$ cat src/rtl/jtag_pkg.sv
`default_nettype none
// jtag_pkg: IEEE 1149.1 TAP state encoding and next-state function.
// Revision: 1.0

package jtag_pkg;

  typedef enum logic [3:0] {
    TLR      = 4'hF,
    RTI      = 4'hC,
    SEL_DR   = 4'h7,
    CAP_DR   = 4'h6,
    SH_DR    = 4'h2,
    EX1_DR   = 4'h1,
    PAUSE_DR = 4'h3,
    EX2_DR   = 4'h0,
    UPD_DR   = 4'h5,
    SEL_IR   = 4'h4,
    CAP_IR   = 4'hE,
    SH_IR    = 4'hA,
    EX1_IR   = 4'h9,
    PAUSE_IR = 4'hB,
    EX2_IR   = 4'h8,
    UPD_IR   = 4'hD
  } tap_state_t;

  function automatic tap_state_t tap_next(input tap_state_t s, input logic tms);
    tap_state_t n;
    case (s)
      TLR:      n = tms ? TLR    : RTI;
      RTI:      n = tms ? SEL_DR : RTI;
      SEL_DR:   n = tms ? SEL_IR : CAP_DR;
      CAP_DR:   n = tms ? EX1_DR : SH_DR;
      SH_DR:    n = tms ? EX1_DR : SH_DR;
      EX1_DR:   n = tms ? UPD_DR : PAUSE_DR;
      PAUSE_DR: n = tms ? EX2_DR : PAUSE_DR;
      EX2_DR:   n = tms ? UPD_DR : SH_DR;
      UPD_DR:   n = tms ? SEL_DR : RTI;
      SEL_IR:   n = tms ? TLR    : CAP_IR;
      CAP_IR:   n = tms ? EX1_IR : SH_IR;
      SH_IR:    n = tms ? EX1_IR : SH_IR;
      EX1_IR:   n = tms ? UPD_IR : PAUSE_IR;
      PAUSE_IR: n = tms ? EX2_IR : PAUSE_IR;
      EX2_IR:   n = tms ? UPD_IR : SH_IR;
      UPD_IR:   n = tms ? SEL_DR : RTI;
      default:  n = TLR;
    endcase
    return n;
  endfunction

endpackage

`default_nettype wire

$ cat src/rtl/tap_controller_new.sv
`default_nettype none
// tap_controller_new: 1149.1 TAP FSM with IR/DR shift, capture, update and gated-clock controls.
// Revision: 1.0

module tap_controller_new
  import jtag_pkg::*;
(
  input  logic tck,
  input  logic trst,
  input  logic tms,
  output logic reset,
  output logic tdo_en,
  output logic shiftIR,
  output logic captureIR,
  output logic clockIR,
  output logic updateIR,
  output logic shiftDR,
  output logic captureDR,
  output logic clockDR,
  output logic updateDR,
  output logic updateDRstate,
  output logic select
);

  tap_state_t r_state;
  logic       r_reset;
  logic       r_select;
  logic       r_shift_ir;
  logic       r_shift_dr;
  logic       r_tdo_en;
  logic       r_en_ir;
  logic       r_en_dr;
  logic       w_ir_branch;

  always_ff @(posedge tck or negedge trst) begin
    if (!trst) r_state <= TLR;
    else       r_state <= tap_next(r_state, tms);
  end

  always_comb begin
    w_ir_branch = 1'b0;
    case (r_state)
      SEL_IR, CAP_IR, SH_IR, EX1_IR, PAUSE_IR, EX2_IR, UPD_IR: w_ir_branch = 1'b1;
      default:                                                 w_ir_branch = 1'b0;
    endcase
  end

  // Falling-edge copies keep the enables stable across the whole high phase of tck.
  always_ff @(negedge tck or negedge trst) begin
    if (!trst) begin
      r_reset    <= 1'b1;
      r_select   <= 1'b0;
      r_shift_ir <= 1'b0;
      r_shift_dr <= 1'b0;
      r_tdo_en   <= 1'b0;
      r_en_ir    <= 1'b0;
      r_en_dr    <= 1'b0;
    end else begin
      r_reset    <= (r_state == TLR);
      r_select   <= w_ir_branch;
      r_shift_ir <= (r_state == SH_IR);
      r_shift_dr <= (r_state == SH_DR);
      r_tdo_en   <= (r_state == SH_IR) || (r_state == SH_DR);
      r_en_ir    <= (r_state == CAP_IR) || (r_state == SH_IR);
      r_en_dr    <= (r_state == CAP_DR) || (r_state == SH_DR);
    end
  end

  assign reset         = r_reset;
  assign select        = r_select;
  assign shiftIR       = r_shift_ir;
  assign shiftDR       = r_shift_dr;
  assign tdo_en        = r_tdo_en;
  assign captureIR     = (r_state == CAP_IR);
  assign captureDR     = (r_state == CAP_DR);
  assign clockIR       = tck & r_en_ir;
  assign clockDR       = tck & r_en_dr;
  assign updateIR      = ~tck & (r_state == UPD_IR);
  assign updateDR      = ~tck & (r_state == UPD_DR);
  assign updateDRstate = (r_state == UPD_DR);

endmodule

`default_nettype wire

$ cat config.mk
export PLATFORM = sky130hd
export DESIGN_NAME = tap_controller_new
export DESIGN_NICKNAME = d
export VERILOG_FILES = /design/src/rtl/jtag_pkg.sv /design/src/rtl/tap_controller_new.sv
export SDC_FILE = /design/constraint.sdc
export NUM_CORES = 1
export LEC_CHECK = 0
export ABC_CLOCK_PERIOD_IN_PS = 1600
export BUFFER_PORTS_ARGS = -buffer_cell sky130_fd_sc_hd__buf_2
export CAP_MARGIN = 5
export CORE_AREA = 2 2 39 41
export CTS_CLUSTER_DIAMETER = 100
export CTS_CLUSTER_SIZE = 28
export DETAILED_ROUTE_END_ITERATION = 10
export DIE_AREA = 0 0 41 43
export PLACE_DENSITY = 0.62
export RECOVER_POWER = 25
export SLEW_MARGIN = 20
export SYNTH_ARGS = -nofsm -noshare
export SYNTH_HDL_FRONTEND = slang
export SYNTH_SLANG_ARGS = --single-unit
$ cat constraint.sdc
create_clock -name tck -period 1.6 [get_ports tck]
set_input_delay 0.24 -clock tck [delete_from_list [all_inputs] [get_ports tck]]
set_output_delay 0.24 -clock tck [all_outputs]
set_load 0.1 [all_outputs]
==> flow_metrics.env <==
export IMPL_outcome="finished, violations left"
export IMPL_failed_checks="setup timing"
export IMPL_grt_antenna_before_repair=0
export IMPL_dpl_instance_area_sq_um=876
export IMPL_p_leak_uw=0.000575
export IMPL_initial_core_util_pct=36.4
export IMPL_required_ns=1.36
export IMPL_place_congestion=0.780
export IMPL_power_switching_uw=1660
export IMPL_synth_seq_cells=11
export IMPL_synth_cell_types=22
export IMPL_critical_path_class="reg2out"
export IMPL_synthToLayoutAreaGrowth_pct=145
export IMPL_worst_pin_slew_ns=0.595
export IMPL_die_w_um=41
export IMPL_rows=14
export IMPL_intPower_uw=1780
export IMPL_syn_area_per_cell_sq_um=9.70
export IMPL_worstPathCellList="buf_12"
export IMPL_core_area_sq_um=1380
export IMPL_cp_buffers_inverters=1
export IMPL_antenna_left=0
export IMPL_r2r_start="r_state[0]$_DFF_PN1_"
export IMPL_drt_iter0_markers=11
export IMPL_rsz0062_at_grt="true"
export IMPL_grt_pass1_vias=722
export IMPL_worstRegToRegCells=4
export IMPL_arrival_ns=2.03
export IMPL_critPathTopFamily="flip-flops"
export IMPL_pwr_share_seq_pct=15.6
export IMPL_pwr_share_comb_pct=61.3
export IMPL_viasPerCell=4.99
export IMPL_cp_max_fo=1
export IMPL_firstDrtPassIters=5
export IMPL_drcViolationCount=0
export IMPL_start_kind="flip-flop"
export IMPL_vias=584
export IMPL_wire_per_inst_um=17.4
export IMPL_startpoint="reset$_DFF_NN1_"
export IMPL_power_uw=3440
export IMPL_dp_hpwl_um=886
export IMPL_clockPowerShare_pct=23.0
export IMPL_ioPinCount=15
export IMPL_swShare_pct=48.2
export IMPL_diodes=0
export IMPL_r2r_end="shiftIR$_DFF_NN0_"
export IMPL_die_h_um=43
export IMPL_synth_cells=52
export IMPL_slew_violations=0
export IMPL_cap_violations=0
export IMPL_crit_path_end="reset"
export IMPL_slew_headroom_pct=60.3
export IMPL_fin_area_sq_um=1230
export IMPL_die_area_sq_um=1760
export IMPL_grt_max_degree=12
export IMPL_clock_latency_ns=0.45
export IMPL_hold_viol_final=0
export IMPL_r2r_setup_slack_ns=-0.33
export IMPL_hp_class="in2reg"
export IMPL_grt_pass1_wl_um=3240
export IMPL_fin_ws_ns=-0.666
export IMPL_setup_viol=26
export IMPL_clk_transition_reported_paths_ns=0.07
export IMPL_cts_tree="yes"
export IMPL_routed_wl_um=2030
export IMPL_ir_worst_vdd_uv=1620
export IMPL_critPathSlowestCell="dfstp_4"
export IMPL_gr_usage_all_layers_pct=30.3
export IMPL_portBuffers=14
export IMPL_netlist_area_sq_um=504
export IMPL_skew_ns=0.0700
export IMPL_fin_nets=104
export IMPL_syn_nets=55
export IMPL_cpPeakStageDelay_ns=0.61
export IMPL_synth_seq_area_share_pct=55.8
export IMPL_power_density_nw_per_um2=2790
export IMPL_yosysWarnings=0
export IMPL_cp_depth=1
export IMPL_layout_drive_gt1_share_pct=74.3
export IMPL_grt_overflow_total=0
export IMPL_end_kind="output port"
## what timing repair did
action,CTS,global route
setup buffers,13,4
pin swaps,9,5
cloned,0,0
hold endpoints to repair,4,0
hold buffers,1,0
endpoints found under the setup margin,25,25
resized for setup,40,9
## cells in the final DEF, fill, tap and decap left out, drive strengths merged
cell type     n
nor3          4
dfstp         5
buf          42
a211oi        1
o2bb2ai       1
and2          2
a21oi         1
o21ai         3
nor2          7
nor2b         1
dfrtn         6
a22o          1
a221o         1
nand2b        3
inv           7
clkbuf        8
dlygate4sd3   1
o21a          1
nand2         5
a41oi         1
## power by group through the flow
stage                     Combinational [uW]  Clock [uW]  Sequential [uW]
final                                   2110         792              538
after global routing                    2200         833              547
after CTS                               1930         803              526
after detailed placement                1430         262              539
after global placement                  1420         262              536
after floorplan                          650         245              764
## registers in the layout (all words and copies together), names as in the netlist
name     cells
r_en_ir      1
shiftDR      1
r_state      4
select       1
shiftIR      1
r_en_dr      1
tdo_en       1
reset        1
## area by class of cell
class	instances	area, sq um
Fill cell	53	149
Timing Repair Buffer	40	457
Multi-Input combinational cell	32	309
Clock buffer	11	133
Sequential cell	11	285
Inverter	4	15.0
Clock inverter	3	16.3
Tap cell	16	20.0
## layer usage
metal,track usage (%),vias to the layer above,share of wire (%),wire (um)
met5,0,-,0,0
met4,30.0,0,1.9,38
met3,22.0,6,5.1,103
met2,42.8,25,55,1110
met1,24.7,287,38,779
li1,-,266,-,-
## cells in the mapped netlist, drive strengths merged
master / count / area, sq um
o21a: 1 / 7.51
o21ai: 3 / 15.0
and2: 2 / 12.5
o2bb2ai: 1 / 8.76
nor2: 7 / 26.3
clkbuf: 1 / 3.75
dfrtn: 6 / 150
nand2b: 3 / 18.8
dfstp: 5 / 131
a211oi: 1 / 7.51
nor2b: 1 / 6.26
a41oi: 1 / 8.76
nor3: 4 / 20.0
a21oi: 1 / 5.00
buf: 3 / 23.8
a221o: 1 / 10.0
a22o: 1 / 8.76
nand2: 5 / 21.3
inv: 5 / 18.8
## metrics by stage
stage / hold slack (ns) / setup slack (ns) / TNS (ns) / cells / utilization (%)
6_report: 0.0803 / -0.666 / -6.85 / 117 / 89.2
5_1_grt: 0.0829 / -0.688 / -7.77 / 117 / 89.2
4_1_cts: 0.0795 / -0.664 / -6.53 / 116 / 86.6
3_5_place_dp: 0.364 / -0.324 / -2.28 / 94 / 63.3
3_3_place_gp: 0.351 / -0.326 / -2.09 / 94 / 63.3
2_1_floorplan: 0.0922 / -0.389 / -4.80 / 52 / -
## worst min-delay path by stage
| stage | from | endpoint | slack, ns | cells after the start |
|---|---|---|---|---|
| 4_1_cts | tms | r_state[0]$_DFF_PN1_ | 0.08 | 2 |
| 5_1_grt | tms | r_state[0]$_DFF_PN1_ | 0.08 | 2 |
| 6_report | tms | r_state[0]$_DFF_PN1_ | 0.08 | 2 |
| 3_5_place_dp | trst | r_state[2]$_DFF_PN1_ | 0.36 | 1 |
| 3_3_place_gp | trst | r_state[2]$_DFF_PN1_ | 0.35 | 1 |
| 2_1_floorplan | trst | r_state[0]$_DFF_PN1_ | 0.09 | 0 |
## kinds of logic after synthesis
family	synth area share, %
AOI/OAI and AO/OA	14.1
buffers and inverters	9.18
and+or+nand+nor	20.8
DFF	55.8
(Power assumes the default switching activity.)
